$ cat src/rtl/pipe_hazard_ctrl.sv
// Pipeline hazard control unit for the five-stage core.
// Resolves memory wait states, E-stage redirects and load-use hazards into
// per-stage stall/bubble controls, supervises data-memory waits with a
// timeout FSM and maintains saturating stall/flush performance counters.
module pipe_hazard_ctrl #(
    parameter int unsigned MEM_TIMEOUT = 255,
    parameter int unsigned CNT_W       = 32
) (
    input  logic             clk,
    input  logic             rst,
    input  logic [4:0]       regD_rs1,
    input  logic [4:0]       regD_rs2,
    input  logic             regD_use_rs1,
    input  logic             regD_use_rs2,
    input  logic [4:0]       regE_wb_rd,
    input  logic             regE_wb_reg_wen,
    input  logic             regE_is_load,
    input  logic             regE_branch_jump,
    input  logic             regM_mem_req,
    input  logic             dmem_ready,
    output logic             f_stall,
    output logic             d_stall,
    output logic             e_stall,
    output logic             m_stall,
    output logic             d_bubble,
    output logic             e_bubble,
    output logic             w_bubble,
    output logic [1:0]       ctrl_state,
    output logic             mem_timeout_err,
    output logic [CNT_W-1:0] stall_cnt,
    output logic [CNT_W-1:0] flush_cnt
);

    // Wait counter only has to reach MEM_TIMEOUT.
    localparam int unsigned WCNT_W = (MEM_TIMEOUT < 32'd2) ? 1 : $clog2(MEM_TIMEOUT + 32'd1);
    // Value of wcnt during the busy cycle that completes the timeout window.
    localparam logic [WCNT_W-1:0] WCNT_LAST = WCNT_W'(MEM_TIMEOUT - 32'd1);

    typedef enum logic [1:0] {
        ST_RUN      = 2'd0,
        ST_MEM_WAIT = 2'd1,
        ST_ERR      = 2'd2
    } state_e;

    state_e            state_q, state_d;
    logic [WCNT_W-1:0] wcnt_q, wcnt_d;
    logic              err_q, err_d;
    logic [CNT_W-1:0]  stall_cnt_q, stall_cnt_d;
    logic [CNT_W-1:0]  flush_cnt_q, flush_cnt_d;

    logic mem_busy_s;
    logic redirect_s;
    logic load_use_s;
    logic in_err_s;
    logic flush_act_s;

    // Saturating increment: holds at all-ones instead of wrapping.
    function automatic logic [CNT_W-1:0] sat_inc(input logic [CNT_W-1:0] v);
        logic [CNT_W-1:0] r;
        if (&v) begin
            r = v;
        end else begin
            r = v + CNT_W'(1);
        end
        return r;
    endfunction

    // Raw hazard conditions derived from the D/E/M stage fields.
    always_comb begin
        mem_busy_s = regM_mem_req & ~dmem_ready;
        redirect_s = regE_branch_jump;
        load_use_s = regE_is_load & regE_wb_reg_wen & (regE_wb_rd != 5'd0) &
                     (((regE_wb_rd == regD_rs1) & regD_use_rs1) |
                      ((regE_wb_rd == regD_rs2) & regD_use_rs2));
        // Any encoding other than RUN/MEM_WAIT is treated as the error state.
        in_err_s   = (state_q != ST_RUN) && (state_q != ST_MEM_WAIT);
    end

    // Prioritised stall/bubble decode: error/busy > redirect > load-use.
    always_comb begin
        f_stall     = 1'b0;
        d_stall     = 1'b0;
        e_stall     = 1'b0;
        m_stall     = 1'b0;
        d_bubble    = 1'b0;
        e_bubble    = 1'b0;
        w_bubble    = 1'b0;
        flush_act_s = 1'b0;
        if (rst) begin
            f_stall = 1'b0;
        end else if (in_err_s || mem_busy_s) begin
            // Freeze F..M; W gets a NOP so the held M instruction commits once.
            f_stall  = 1'b1;
            d_stall  = 1'b1;
            e_stall  = 1'b1;
            m_stall  = 1'b1;
            w_bubble = 1'b1;
        end else if (redirect_s) begin
            // Squash the two wrong-path instructions behind the redirect.
            d_bubble    = 1'b1;
            e_bubble    = 1'b1;
            flush_act_s = 1'b1;
        end else if (load_use_s) begin
            // Hold the consumer in D and insert a NOP into E.
            f_stall  = 1'b1;
            d_stall  = 1'b1;
            e_bubble = 1'b1;
        end else begin
            flush_act_s = 1'b0;
        end
    end

    // Memory-wait FSM, timeout flag and performance counter next-state.
    always_comb begin
        state_d     = state_q;
        wcnt_d      = wcnt_q;
        err_d       = err_q;
        stall_cnt_d = stall_cnt_q;
        flush_cnt_d = flush_cnt_q;
        if (rst) begin
            state_d     = ST_RUN;
            wcnt_d      = '0;
            err_d       = 1'b0;
            stall_cnt_d = '0;
            flush_cnt_d = '0;
        end else begin
            case (state_q)
                ST_RUN: begin
                    if (mem_busy_s) begin
                        wcnt_d = WCNT_W'(1);
                        if (MEM_TIMEOUT <= 32'd1) begin
                            state_d = ST_ERR;
                            err_d   = 1'b1;
                        end else begin
                            state_d = ST_MEM_WAIT;
                        end
                    end else begin
                        wcnt_d = '0;
                    end
                end
                ST_MEM_WAIT: begin
                    if (mem_busy_s) begin
                        wcnt_d = wcnt_q + WCNT_W'(1);
                        if (wcnt_q == WCNT_LAST) begin
                            state_d = ST_ERR;
                            err_d   = 1'b1;
                        end else begin
                            state_d = ST_MEM_WAIT;
                        end
                    end else begin
                        state_d = ST_RUN;
                        wcnt_d  = '0;
                    end
                end
                ST_ERR: begin
                    state_d = ST_ERR;
                    err_d   = 1'b1;
                end
                default: begin
                    state_d = ST_ERR;
                    err_d   = 1'b1;
                end
            endcase
            // Counters are frozen once the block has entered the error state.
            if (!in_err_s && f_stall) begin
                stall_cnt_d = sat_inc(stall_cnt_q);
            end else begin
                stall_cnt_d = stall_cnt_q;
            end
            if (!in_err_s && flush_act_s) begin
                flush_cnt_d = sat_inc(flush_cnt_q);
            end else begin
                flush_cnt_d = flush_cnt_q;
            end
        end
    end

    // State, wait counter, error flag and counter registers.
    always_ff @(posedge clk) begin
        if (rst) begin
            state_q     <= ST_RUN;
            wcnt_q      <= '0;
            err_q       <= 1'b0;
            stall_cnt_q <= '0;
            flush_cnt_q <= '0;
        end else begin
            state_q     <= state_d;
            wcnt_q      <= wcnt_d;
            err_q       <= err_d;
            stall_cnt_q <= stall_cnt_d;
            flush_cnt_q <= flush_cnt_d;
        end
    end

    // Registered status outputs.
    always_comb begin
        ctrl_state      = state_q;
        mem_timeout_err = err_q;
        stall_cnt       = stall_cnt_q;
        flush_cnt       = flush_cnt_q;
    end

endmodule

$ cat config.mk
export PLATFORM = sky130hd
export DESIGN_NAME = pipe_hazard_ctrl
export DESIGN_NICKNAME = d
export VERILOG_FILES = /design/src/rtl/pipe_hazard_ctrl.sv
export SDC_FILE = /design/constraint.sdc
export NUM_CORES = 1
export LEC_CHECK = 0
export BUFFER_PORTS_ARGS = -buffer_cell sky130_fd_sc_hd__buf_2
export CAP_MARGIN = 25
export CELL_PAD_IN_SITES_DETAIL_PLACEMENT = 0
export CELL_PAD_IN_SITES_GLOBAL_PLACEMENT = 1
export CORE_MARGIN = 2
export CORE_UTILIZATION = 42
export DETAILED_ROUTE_END_ITERATION = 16
export PLACE_DENSITY_LB_ADDON = 0.3
export SLEW_MARGIN = 10
export SYNTH_ARGS = -nofsm -noshare
export SYNTH_HDL_FRONTEND = slang
export SYNTH_SLANG_ARGS = --single-unit
$ cat constraint.sdc
create_clock -name clk -period 4.2 [get_ports clk]
set_input_delay 0.63 -clock clk [delete_from_list [all_inputs] [get_ports clk]]
set_output_delay 0.63 -clock clk [all_outputs]
set_load 0.01 [all_outputs]
==> flow_metrics.py, run 1 <==
metrics = {
    "outcome": {
        "outcome": "finished, final reports clean",
    },
    "worst_setup_path": {
        "crit-reg2reg-launch": "stall_cnt[0]",
        "ff2ff_path_depth": 7,
        "path_class": "flop to flop",
        "r2r_setup_slack_ps": 1540,
        "slowest_stage": "dfxtp_1",
        "cpPeakStageDelay_ps": 440,
        "crit_fanout": 28,
        "cp_top_family": "simple AND/OR/NAND/NOR gates",
        "start_kind": "flop",
        "cp_cell_sequence": "ha_1, nand4_1, nor3_2, and3_1, buf_4, nor2_1, mux2_1",
        "crit_buf_inv": 1,
        "timing.rr.end": "stall_cnt[1]",
        "required_ps": 4430,
        "cp_data_arrival_time_ps": 2890,
        "endpoint_kind": "flop",
    },
    "pwr": {
        "p_per_area_nw_per_um2": 302.9,
        "p_leak_nw": 1.890,
        "ir_drop_v": 0.0001876,
    },
    "routing": {
        "viasPerCell": 5.366,
        "via_count": 3794,
        "drt_pre_antenna_iters": 4,
        "wire_per_inst_um": 13.53,
        "ant_nets": 0,
        "drtIter0Drc": 114,
        "postRouteWirelength_um": 9564,
        "route.detailed.drc": 0,
    },
    "clocking": {
        "clk_latency_ps": 340,
        "clock_tree.buffer_depth": 2,
        "path_clk_slew_ps": 80,
        "htreeDepth": 3,
        "cts_sinks": 75,
        "cts.repair.resized": 0,
        "cts_buffers": 9,
        "cts-root-buf": "clkbuf_8",
        "cts_hold_buf": 0,
        "cts_setup_buffers": 0,
        "cts_tree": "yes",
    },
    "placement": {
        "port_buffers": 97,
        "dp_cells": 691,
        "place_area_um2": 4567,
        "dpl.hpwl_um": 6842,
        "gp_congestion": 0.7774,
    },
    "sta": {
        "tns_ps": 0,
        "grt_setup_unrepaired": "no",
        "slew_viol_final": 0,
        "final-hold-violation-count": 0,
        "worst_slew_margin_rel_pct": 40.35,
        "worstMarginPinSlew_ps": 886.5,
        "finalSetupViolations": 0,
        "fmax_mhz": 375.4,
        "fin_crit_ps": 2664,
        "finalClockSkew_ps": 9.719,
        "timing.hold.ws_ps": 465.7,
        "post-route-period-util_pct": 63.42,
    },
    "final_layout": {
        "finalNonFillerCells": 707,
        "utilization_pct": 51.78,
        "diodes": 0,
        "final_common_cell": "buf_2",
        "drive_above_1_share_pct": 24.22,
        "layout_common_cells": "buf_2 (97), dfxtp_1 (75), nor2_1 (66)",
        "design_area_um2": 4807,
        "fillers": 944,
        "syn_to_final_growth_pct": 18.95,
        "fin_nets": 601,
    },
    "grt": {
        "antenna_found_initial": 0,
        "grt_pass1_wl_um": 15960,
        "grt_max_degree": 57,
        "grt_pass1_vias": 3382,
        "grt_overflow": 0,
        "grt_usage_pct": 18.88,
    },
    "synthesis": {
        "synth_flop_cell": "dfxtp_1",
        "ys_async_sr_fraction_pct": 0,
        "ys_warn_count": 0,
        "syn_nets": 515,
        "synth_cell_type_count": 54,
        "yosysSeqAreaShare_pct": 37.15,
        "synth_seq_cells": 75,
        "syn_area_um2": 4041,
        "synth-edff-count": 0,
        "syn_inst": 487,
        "syn_area_per_cell_um2": 8.299,
    },
    "floorplanning": {
        "coreArea_um2": 9284,
        "die_y_um": 102.1,
        "die_width_um": 102.1,
        "ioPinCount": 98,
        "die-area_um2": 10420,
        "rows": 35,
        "start_util_pct": 43.53,
    },
    "job": {
        "cap_violations": 0,
    },
    "min_path": {
        "min_to": "mem_timeout_err",
        "min_path_cells": 1,
        "hold_class": "flop to flop",
        "min-delay-start": "mem_timeout_err",
    },
}
[where the power goes]
part / total (mW) / internal (mW) / switching (mW)
Combinational: 0.0737 / 0.0284 / 0.0453
Clock: 0.665 / 0.394 / 0.272
Sequential: 0.717 / 0.713 / 0.00403
[cell families (layout without fill, tap and decap cells)]
logic type               Yosys count  in the layout  share of synthesized area (%)
XOR/XNOR                          36             36                          7.802
buffers and inverters             38            129                          4.860
adder cells (fa/ha/maj)            4              4                          1.238
flip-flops                        75             75                          37.15
AND/OR/NAND/NOR                  245            245                          32.91
AO/OA/AOI/OAI                     76             76                          12.45
multiplexers                      13             13                          3.591
[worst max path at each step]
stage	startpoint	to	slack (ps)	cells after the start
floorplan	regE_wb_rd[1]	f_stall	1770	5
global placement	regE_wb_rd[1]	stall_cnt[21]	1340	8
detailed placement	regE_wb_rd[1]	stall_cnt[31]	1280	8
CTS	stall_cnt[0]	stall_cnt[1]	1510	7
global route	stall_cnt[0]	stall_cnt[1]	1290	7
finish	stall_cnt[0]	stall_cnt[1]	1540	7
[metrics by stage]
step / power (mW) / setup WS, ps
after floorplan: 0.7825 / 1772
after global placement: 0.8072 / 1339
after detailed placement: 0.8088 / 1279
after CTS: 1.479 / 1509
after global routing: 1.522 / 1292
final: 1.456 / 1536
[final cells by class]
type | count | area (um2) | area share, %
tap | 129 | 161.4 | 3.358
clock buffer | 9 | 123.9 | 2.577
clock inverter | 7 | 116.4 | 2.421
timing repair buffer | 101 | 515.5 | 10.72
multi-input combinational | 374 | 2344 | 48.75
sequential | 75 | 1501 | 31.23
inverter | 12 | 45.04 | 0.9370
[synth_stat cells, types with 2 or more instances]
cell	number	area [um2]
nand2b_1	3	18.77
and4_1	4	35.03
mux2_2	10	112.6
or3_1	13	81.33
clkbuf_1	8	30.03
buf_6	3	33.78
nor4_2	2	25.02
nor3_1	7	35.03
or4_1	11	82.58
nand2_1	27	101.4
buf_1	4	15.01
o41ai_1	3	26.28
nor2_1	66	247.7
buf_4	7	52.55
nor4_1	15	93.84
and2_1	6	37.54
buf_2	3	15.01
a21oi_1	29	145.1
a31oi_1	3	18.77
o21a_1	5	37.54
nand4_1	20	125.1
xor2_1	12	105.1
o31ai_1	8	60.06
nor2b_1	11	68.82
o21ai_0	12	60.06
nand3_1	34	170.2
xnor2_1	24	210.2
dfxtp_1	75	1501
nor3b_1	4	30.03
ha_1	4	50.05
o31a_1	4	35.03
nor3_2	3	30.03
o311ai_0	3	26.28
inv_1	11	41.29
nand4b_1	3	26.28
mux2_1	2	22.52
and3_1	10	62.56
or3b_2	2	17.52
[flip-flops by register name, summed over array words and instances, names as in the netlist]
signal,flops
stall_cnt,32
ctrl_state,2
wcnt_q,8
mem_timeout_err,1
flush_cnt,32
[layer usage]
| layer | track usage, % | part of all wire, % |
|---|---|---|
| met1 | 25.73 | 48 |
| met2 | 30.31 | 46 |
| met3 | 4.514 | 5.0 |
| met4 | 4.615 | 0.69 |
| met5 | 0 | 0 |
(Power assumes the default switching activity.)
==> inputs of run 2 (changes only) <==
--- a/config.mk
+++ b/config.mk
@@ -10,7 +10,7 @@
 export CELL_PAD_IN_SITES_DETAIL_PLACEMENT = 0
 export CELL_PAD_IN_SITES_GLOBAL_PLACEMENT = 1
 export CORE_MARGIN = 2
-export CORE_UTILIZATION = 42
+export CORE_UTILIZATION = 36
 export DETAILED_ROUTE_END_ITERATION = 16
 export PLACE_DENSITY_LB_ADDON = 0.3
 export SLEW_MARGIN = 10
==> constraint.sdc (replaced) <==
create_clock -name clk -period 2.43 [get_ports clk]
set_input_delay 0.3645 -clock clk [delete_from_list [all_inputs] [get_ports clk]]
set_output_delay 0.3645 -clock clk [all_outputs]
set_load 0.01 [all_outputs]
==> flow_metrics.py, run 2 (synthesized netlist as in run 1, its figures left out) <==
metrics = {
    "routing": {
        "ant_nets": 0,
        "wire_per_inst_um": 14.14,
        "drtIter0Drc": 147,
        "viasPerCell": 5.337,
        "postRouteWirelength_um": 10300,
        "drt_pre_antenna_iters": 4,
        "via_count": 3885,
        "route.detailed.drc": 0,
    },
    "outcome": {
        "outcome": "finished, final reports clean",
    },
    "worst_setup_path": {
        "slowest_stage": "dfxtp_1",
        "path_class": "flop to flop",
        "crit_buf_inv": 0,
        "cp_top_family": "simple AND/OR/NAND/NOR gates",
        "required_ps": 2680,
        "start_kind": "flop",
        "cp_data_arrival_time_ps": 2400,
        "crit_fanout": 6,
        "cpPeakStageDelay_ps": 420,
        "cp_cell_sequence": "ha_1, nand4_1, nor3_2, nand2_1, nor4_1, mux2_2",
        "endpoint_kind": "flop",
    },
    "job": {
        "cap_violations": 0,
    },
    "grt": {
        "grt_pass1_wl_um": 17240,
        "grt_pass1_vias": 3651,
        "grt_overflow": 0,
        "grt_max_degree": 53,
        "antenna_found_initial": 0,
        "grt_usage_pct": 17.98,
    },
    "sta": {
        "fin_crit_ps": 2149,
        "final-hold-violation-count": 0,
        "grt_setup_unrepaired": "no",
        "finalClockSkew_ps": 9.518,
        "fmax_mhz": 465.2,
        "slew_viol_final": 0,
        "tns_ps": 0,
        "worst_slew_margin_rel_pct": 67.29,
        "post-route-period-util_pct": 88.45,
        "worstMarginPinSlew_ps": 488.8,
        "finalSetupViolations": 0,
    },
    "final_layout": {
        "syn_to_final_growth_pct": 20.46,
        "layout_common_cells": "buf_2 (97), dfxtp_1 (75), nor2_1 (66)",
        "final_common_cell": "buf_2",
        "design_area_um2": 4868,
        "fin_nets": 611,
        "drive_above_1_share_pct": 24.83,
        "diodes": 0,
    },
    "floorplanning": {
        "die-area_um2": 12090,
        "coreArea_um2": 10890,
        "die_width_um": 110.0,
        "die_y_um": 110.0,
        "rows": 38,
        "ioPinCount": 98,
        "start_util_pct": 37.12,
    },
    "placement": {
        "place_area_um2": 4681,
        "port_buffers": 97,
        "gp_congestion": 0.7931,
        "dpl.hpwl_um": 7329,
    },
    "clocking": {
        "cts_buffers": 9,
        "clock_tree.buffer_depth": 2,
        "clk_latency_ps": 360,
        "cts-root-buf": "clkbuf_8",
        "cts_setup_buffers": 0,
        "path_clk_slew_ps": 80,
        "cts.repair.resized": 0,
        "cts_tree": "yes",
        "cts_hold_buf": 0,
        "htreeDepth": 3,
        "cts_sinks": 75,
    },
    "pwr": {
        "ir_drop_v": 0.0002911,
        "p_leak_nw": 1.929,
        "p_per_area_nw_per_um2": 479.8,
    },
    "min_path": {
        "hold_class": "input pin to flop",
    },
}
## run 2: cell type report
class	instances	area [um2]
clock buffers	14	152.6
repair buffers	111	615.6
clock inverters	2	35.03
fillers	1129	6020
flip-flops and latches	75	1501
well taps	140	175.2
inverters	12	45.04
multi-input cells	374	2344
## run 2: power by group
part / total (mW) / internal (mW) / switching (mW)
Sequential: 1.24 / 1.23 / 0.00632
Combinational: 0.130 / 0.0511 / 0.0790
Clock: 0.967 / 0.504 / 0.463
## run 2: worst register-to-register path: stages (launching register included)
cell and delay [ps]:
dfxtp_1 420, ha_1 240, nand4_1 230, nor3_2 260, nand2_1 190, nor4_1 340
mux2_2 370
## run 2: path summary, 6_finish.rpt
path / start / to / slack (ps) / cells after the start
min: regM_mem_req / ctrl_state[0] / 420 / 3
min reg2reg: mem_timeout_err / mem_timeout_err / 450 / 1
max: stall_cnt[0] / stall_cnt[26] / 280 / 6
max reg2reg: stall_cnt[0] / stall_cnt[26] / 280 / 6
## run 2: metal layers
| metal | track usage (%) | share of wire [%] |
|---|---|---|
| met2 | 28.92 | 46 |
| met5 | 0 | 0 |
| met1 | 22.45 | 47 |
| met3 | 4.742 | 5.6 |
| met4 | 8.047 | 1.6 |
## run 2: through the flow
stage	util [%]	power, mW	instances	worst slack (ps)	hold slack (ps)
after floorplan	-	1.352	487	310.6	453.9
after global placement	42.99	1.397	712	234.7	430.3
after detailed placement	42.99	1.399	712	200.6	438.9
after CTS	44.71	2.370	728	186.5	402.4
after global routing	44.71	2.433	728	20.04	466.3
final	44.71	2.336	728	280.6	424.9
